===== src/rtl/wfg_mem_arbiter.sv =====
// Two-requester arbiter for the waveform SRAM read port with in-flight read tracking.
// Define WFG_MEM_ARB_RR_EN for round-robin on contention; otherwise requester 0 has fixed priority.
module wfg_mem_arbiter #(
    parameter int ADDR_W = 10,
    parameter int DATA_W = 32,
    parameter int RD_LAT = 1
) (
    input  logic              wb_clk_i,
    input  logic              wb_rst_i,
    input  logic              en_i,
    input  logic              req0_i,
    input  logic [ADDR_W-1:0] addr0_i,
    output logic              gnt0_o,
    output logic              rvalid0_o,
    input  logic              req1_i,
    input  logic [ADDR_W-1:0] addr1_i,
    output logic              gnt1_o,
    output logic              rvalid1_o,
    output logic [DATA_W-1:0] rdata_o,
    output logic              busy_o,
    output logic              csb1,
    output logic [ADDR_W-1:0] addr1,
    input  logic [DATA_W-1:0] dout1
);

    logic              issue;
    logic              sel1;
    logic              last_gnt;
    logic [RD_LAT:1]   vld_pipe;
    logic [RD_LAT:1]   own_pipe;

    assign issue = en_i & (req0_i | req1_i) & ~wb_rst_i;

`ifdef WFG_MEM_ARB_RR_EN
    // On contention hand the port to whoever did not win last time.
    assign sel1 = req1_i & (~req0_i | ~last_gnt);
`else
    assign sel1 = req1_i & ~req0_i;
`endif

    assign gnt0_o = issue & ~sel1;
    assign gnt1_o = issue & sel1;
    assign csb1   = ~issue;
    assign addr1  = issue ? (sel1 ? addr1_i : addr0_i) : '0;

    always_ff @(posedge wb_clk_i) begin
        if (wb_rst_i) begin
            vld_pipe <= '0;
            own_pipe <= '0;
            last_gnt <= 1'b1;
        end else begin
            vld_pipe[1] <= issue;
            own_pipe[1] <= sel1;
            for (int i = 2; i <= RD_LAT; i++) begin
                vld_pipe[i] <= vld_pipe[i-1];
                own_pipe[i] <= own_pipe[i-1];
            end
            last_gnt <= issue ? sel1 : last_gnt;
        end
    end

    // Gate with reset so a read caught by reset never reports back.
    assign rvalid0_o = vld_pipe[RD_LAT] & ~own_pipe[RD_LAT] & ~wb_rst_i;
    assign rvalid1_o = vld_pipe[RD_LAT] &  own_pipe[RD_LAT] & ~wb_rst_i;
    assign busy_o    = (|vld_pipe) & ~wb_rst_i;
    assign rdata_o   = dout1;

endmodule


===== config.mk =====
export PLATFORM = sky130hd
export DESIGN_NAME = wfg_mem_arbiter
export DESIGN_NICKNAME = d
export VERILOG_FILES = /design/src/rtl/wfg_mem_arbiter.sv
export SDC_FILE = /design/constraint.sdc
export NUM_CORES = 1
export LEC_CHECK = 0
export CAP_MARGIN = 5
export CORE_MARGIN = 2
export CORE_UTILIZATION = 22
export CTS_BUF_LIST = sky130_fd_sc_hd__clkbuf_8
export CTS_CLUSTER_SIZE = 40
export DETAILED_ROUTE_END_ITERATION = 8
export HOLD_SLACK_MARGIN = 0.08
export PLACE_DENSITY = 0.87
export SETUP_SLACK_MARGIN = 0.02
export SYNTH_ARGS = -nofsm -noshare
export SYNTH_HDL_FRONTEND = slang
export SYNTH_SLANG_ARGS = --single-unit

===== constraint.sdc =====
create_clock -name wb_clk_i -period 1.38 [get_ports wb_clk_i]
set_input_delay 0.345 -clock wb_clk_i [delete_from_list [all_inputs] [get_ports wb_clk_i]]
set_output_delay 0.345 -clock wb_clk_i [all_outputs]
set_load 0.02 [all_outputs]

==> out/results.txt, run 1 <==
The run finished, with violations left. The checks that failed: negative setup slack. The initial antenna violation count was 0; the final-layout fill cell count was 266. The total routing usage reported by global routing is 11.1%, and the overall overflow remaining after global route is 0. The worst pin sits at a relative slew slack of 90.8%. Once the floorplan was initialized, standard cells occupied 23.1% of the core. The number of buffers on the longest clock path came out at 2. For this design, the sink count on the clock tree is 2. The clock edge transition at the registers on the reported setup and hold paths is 0.03 ns, and the area of all sequential standard cells is 40.0 µm². The largest area contributor in the synthesized netlist is buf_4. Critical setup path kind: in2out. Before CTS, the worst setup slack after placement is -0.845 ns. Leaving out fill and tap cells, the most frequent cell in the layout is dlygate4sd2_1. The final worst setup slack is -0.0134 ns. The cell count after synthesis came out at 80. Number of port buffers: 40. The logs give 14 for the distinct cell type count after synthesis and 1 for the H-tree depth.

After layout, the worst path uses 101% of the clock period. At the pin with the least slew margin, the transition time is 0.138 ns. The tools report the launching instance or port of the critical path as req0_i. The post-route netlist has 49.5% of its cells at a drive strength greater than 1. The hold violation total from the final report was 0; the worst hold path depth was 3. The share of synthesized area in the top cell type comes to 45.0%. The number of global-route vias before repair is 537.

For the fmax, the log shows 0.718 GHz. The worst hold path begins at wb_rst_i. The count of endpoints failing setup in the final report is 1, and the global-route wire length before repair is 2.34 mm.

Summed over all failing endpoints, the final setup total negative slack is -0.0134 ns. The run gives 3 as the clock buffer count from CTS. Setup repair after global routing could not meet its margin everywhere. For this design the static power due to leakage is 0.400 nW. Once detail routing completed, the nets flagged for antenna violations numbered 0. STA classifies the critical path endpoint as an output pin.

Final estimated routing congestion in global placement: 0.562. Max-cap violations in this run came to 0. The power per standard cell area came out at 575 nW/µm². The number of max-slew violations in the final report was 0; the number of nets in the layout was 156. Data arrives at the worst endpoint at 1.05 ns. The worst hold-check path type was in2reg. The total die area is 3000 µm², and the worst-path maximum fanout is 6.

105 I/O pins were placed. The area of the core region was 2450 µm²; the number of diodes was 0. For the via count, the log shows 560.

STA puts the critical path data required time at 1.03 ns. The sequential element share of the synthesized area came out at 7.06%. Buffers inserted to repair hold after CTS numbered 0.

The sum of net half-perimeters after detailed placement was 1.15 mm. The highest ir drop seen on vdd was 0.417 mV; the cell row count was 18. At the end of the flow the core is filled with cells to 35.1%. The floorplan step set the die width to 54.8 µm. A synthesized cell averages 7.08 µm². The post-layout minimum cycle time was 1.39 ns; the count of placed standard cells in the final layout, fillers left out was 127. The mapped netlist covers 567 µm². The cell at the root of the clock tree is clkbuf_8. Entering global routing, the biggest net connects 8 pins. TritonCTS built the clock tree. For this run, the detailed router's first-pass iteration total came to 2. Dividing the detail-routed via count by the number of cells gives 4.41.

After detailed routing, the number of remaining DRC violations is 0. The flip-flop and latch count after synthesis works out to 2. Yosys attributes the largest share of cell area to buf_4, nand3b_1, a21oi_2.

Count of routing violations after the opening detailed-route iteration: 4. For this block, the routed nets add up to 1.74 mm of wire. The top cell types in the final layout, fill and taps aside, are dlygate4sd2_1, buf_6, buf_4. In the final routed layout, each cell accounts on average for 13.7 µm.

For the total placed cells including tap cells, the log shows 119. The number of warnings issued by yosys was 0. The multi-input combinational cells in the finished layout cover a total of 289 µm². The y dimension of the die came out at 54.8 µm. Relative to the synthesized area, the layout overhead comes to 52.1%. Type of origin of the critical path: an input port. The run gives 137 as the number of nets in the synthesized netlist.
## cells in the mapped netlist (all sizes together)
cell	instances
dfxtp	2
nor2b	2
nand2	10
nor2	5
nand3b	10
a21oi	10
inv	1
nand2b	2
buf	36
and2	1
or2	1
## stage by stage
stage	power [W]	hold WS [ns]	instance area, µm²
finish	0.000496	0.406	862
global route	0.000527	0.413	862
CTS	0.000489	0.392	823
detailed placement	0.000255	0.690	769
global placement	0.000253	0.690	769
floorplan	0.000278	0.417	572
## state kept, by name, summed over array words and instances, names as in the netlist
name / count
own_pipe: 1
vld_pipe: 1
## area by class of cell
cell class | instances | area share (%)
inverters | 1 | 0.435
flip-flops and latches | 2 | 4.64
multi-input cells | 41 | 33.5
clock buffers | 3 | 4.79
repair buffers | 50 | 52.2
well taps | 30 | 4.35
## layer usage
layer	track usage [%]	vias to the layer above	routed length, µm
met4	9.58	0	92
met2	19.0	34	887
met5	0	-	0
li1	-	259	-
met1	11.3	251	611
met3	2.19	16	148
## worst max-delay path: stages
cell and delay, ns:
buf_8 0.11, buf_6 0.12, nand3b_1 0.17, a21oi_2 0.17, buf_6 0.14
## where the power goes
| part | total (W) | internal, W | leakage [nW] | switching (W) |
|---|---|---|---|---|
| clock | 0.000230 | 0.000184 | 0.0216 | 0.0000460 |
| combinational | 0.000203 | 0.000111 | 0.362 | 0.0000918 |
| sequential | 0.0000621 | 0.0000611 | 0.0165 | 0.00000104 |
## cells by family (layout without fill, tap and decap cells)
kind of cell / after synthesis / count (layout) / synth area share, %
buffers and inverters: 37 / 54 / 49.7
AND/OR/NAND/NOR: 31 / 31 / 31.1
AO/OA/AOI/OAI: 10 / 10 / 12.1
flip-flops: 2 / 2 / 7.06
## path summary, 6_finish.rpt
kind | to | slack (ns)
worst min-delay path | own_pipe | 0.41
worst max-delay path | addr1[2] | -0.01
## timing repair
| action | in CTS | in global routing |
|---|---|---|
| pin swaps | 29 | 1 |
| buffers inserted | 2 | 1 |
| setup endpoints to repair | 16 | 15 |
| endpoints found under the hold margin | 0 | 0 |
| gates resized for setup | 128 | 10 |
| gates cloned | 2 | 0 |
Note: power is estimated with default switching activity, not from simulation.
==> run 2: changes to the inputs <==
--- a/config.mk
+++ b/config.mk
@@ -6,6 +6,7 @@
 export NUM_CORES = 1
 export LEC_CHECK = 0
 export CAP_MARGIN = 5
+export CORE_ASPECT_RATIO = 1.5
 export CORE_MARGIN = 2
 export CORE_UTILIZATION = 22
 export CTS_BUF_LIST = sky130_fd_sc_hd__clkbuf_8
==> out/results.txt, run 2 (same netlist as run 1, synthesis figures left out) <==
The flow ran to the end, and the final reports show no timing, DRC or antenna violations. The largest registers in the layout are own_pipe: 1 flops, vld_pipe: 1 flops. The critical path starts at req0_i. The library cell used most frequently in the layout, excluding fill and tap cells, is dlygate4sd2_1.

The run gives 12.9% (+1.8 points) as the total routing usage reported by global routing. The pin count of the biggest net entering global routing was 8 (unchanged). TritonCTS built the clock tree. The run gives 40.0 µm² (unchanged) as the area of all sequential standard cells. STA classifies the critical path endpoint as an output pin. Final-layout setup total negative slack: 0 ns (+0.0134 ns). The logs give 1.03 ns (about the same) for the required time at the endpoint of the critical path and 0.398 nW (-0.42%) for the standby leakage power. The count of routing violations after the opening detailed-route iteration came out at 6 (+2).

The proportion of layout cells with a drive suffix above 1 was 49.0% (-0.50 points); the total placed cells including tap cells was 114 (-4.2%). Fmax: 0.732 GHz (+2.0%). The clock edge transition at the registers on the reported setup and hold paths is 0.03 ns (about the same), and the routed length per instance is 14.9 µm (+8.9%). The total die area is 3010 µm² (+0.29%), and the number of max-slew violations in the final report is 0 (unchanged).

The initial antenna violation count is 0 (unchanged). The end point of the critical path is addr1[2]. The run gives 122 (-3.9%) as the count of placed standard cells in the final layout, fillers left out. The H-tree depth is 1 (unchanged), and the number of buffers on the longest clock path is 2 (unchanged). The initial core utilization came out at 23.1% (+0.047 points).

Setup repair after global routing could not meet its margin everywhere. The run gives 1.09% (-1.1 points) as the met3 track demand over resource in global routing. The number of global-route vias before repair was 611 (+14%); the number of design rule violations left after detail routing was 0 (unchanged). The run gives 157 (+0.64%) as the number of nets in the layout. The via-per-instance ratio is 4.64 (+5.2%).

The layer carrying the most global-route usage is met2. The cell row count was 22 (+4). The normalized max-slew margin is 92.0% (+1.2 points), and the overall overflow remaining after global route is 0 (unchanged).

The arrival time of the worst setup path was 1.02 ns (-0.03 ns); the post-detailed-routing wire length was 1.82 mm (+4.6%). The clock buffer count from CTS is 3 (unchanged). Number of diodes: 0 (unchanged). The final critical-path share of the clock period was 99.0% (-2.0 points); the global-route wire length before repair was 2.88 mm (+23%). Reported max-cap violation count: 0 (unchanged). The number of iterations in the first detailed-routing pass was 4 (+2); the post-layout minimum cycle time was 1.37 ns (-0.0274 ns). The worst setup path is of the in2out kind. In the layout the commonest cells are dlygate4sd2_1, buf_4, buf_6. The width of the die was 45.4 µm (-17%); the tightest hold margin was 0.417 ns (+0.0117 ns). The run gives 566 (+1.1%) as the via count.

The type of origin of the critical path was an input port. The count of endpoints failing setup in the final report is 0 (-1), and the transition time at the pin with the least slew margin is 0.120 ns (-0.0183 ns). The tools report the highest ir drop seen on vdd as 0.410 mV (-1.8%).

The y dimension of the die was 66.2 µm (+21%); the number of sinks driven by the clock tree was 2 (unchanged). The synthesis-to-finish area growth was 49.9%; the final estimated routing congestion in global placement was 0.594 (+5.8%). The run gives 21.1% (+2.1 points) as the global-route track usage on met2.

Total power: 0.000492 W (-0.83%). Hold violation total from the final report: 0 (unchanged). The run gives 277 µm² (-4.3%) as the area of combinational cells with multiple inputs. Worst hold-check path type: in2reg.

The power per standard cell area was 579 nW/µm² (+0.63%). The worst-path maximum fanout is 6 (unchanged). I/O pin count: 105 (unchanged). The run gives 272 (+2.3%) as the final-layout fill cell count. Cell at the root of the clock tree: clkbuf_8. The logs give 13.8% (+2.5 points) for the global-route met1 utilization and 2450 µm² (-0.20%) for the area of the core region. The number of port buffers works out to 40 (unchanged).

For the count of nets left with antenna violations after detail routing, the log shows 0 (unchanged).
-- run 2: worst min-delay path by stage --
| stage | startpoint | endpoint | slack (ns) | cells past startpoint |
|---|---|---|---|---|
| after floorplan | wb_rst_i | own_pipe | 0.42 | 1 |
| after CTS | wb_rst_i | own_pipe | 0.40 | 3 |
| after global placement | dout1[28] | rdata_o[28] | 0.69 | 0 |
| final | wb_rst_i | own_pipe | 0.42 | 3 |
| after detailed placement | dout1[28] | rdata_o[28] | 0.69 | 0 |
| after global routing | wb_rst_i | own_pipe | 0.44 | 3 |
-- run 2: where the power goes --
| part | internal, W | total, W | leakage (nW) | switching (W) |
|---|---|---|---|---|
| logic | 0.000110 | 0.000200 | 0.360 | 0.0000892 |
| clock network | 0.000184 | 0.000230 | 0.0216 | 0.0000452 |
| registers | 0.0000611 | 0.0000623 | 0.0165 | 0.00000124 |
| total | 0.000356 | 0.000492 | 0.398 | 0.000136 |
-- run 2: per-layer routing --
metal  vias up  share of wire [%]
met2        45                 49
met4         0                7.3
met5         -                  0
met1       236                 31
li1        261                  -
met3        24                 13
-- run 2: layout make-up --
cell class                 count  area share (%)
timing repair buffer          51            53.9
tap                           24            3.53
multi-input combinational     41            32.5
inverter                       1           0.442
sequential                     2            4.71
clock buffer                   3            4.86
-- run 2: through the flow --
stage                     setup slack [ns]  cell area, µm²  utilization, %
after CTS                           0.0105             840            34.3
after global routing               -0.0365             850            34.7
after floorplan                     0.0677             572               -
after detailed placement            -0.851             769            31.4
final                               0.0139             850            34.7
after global placement              -0.836             769            31.4
-- run 2: repair_timing --
action	4_1_cts	5_1_grt
gates resized for setup	131	3
endpoints found under the setup margin	16	13
setup buffers	3	0
cloned	2	0
pin swaps	29	0
hold buffers	0	0
-- run 2: worst max-delay path: stages --
cell and delay [ns]:
buf_8 0.11, buf_6 0.12, nand3b_1 0.17, a21oi_2 0.13
buf_4 0.15
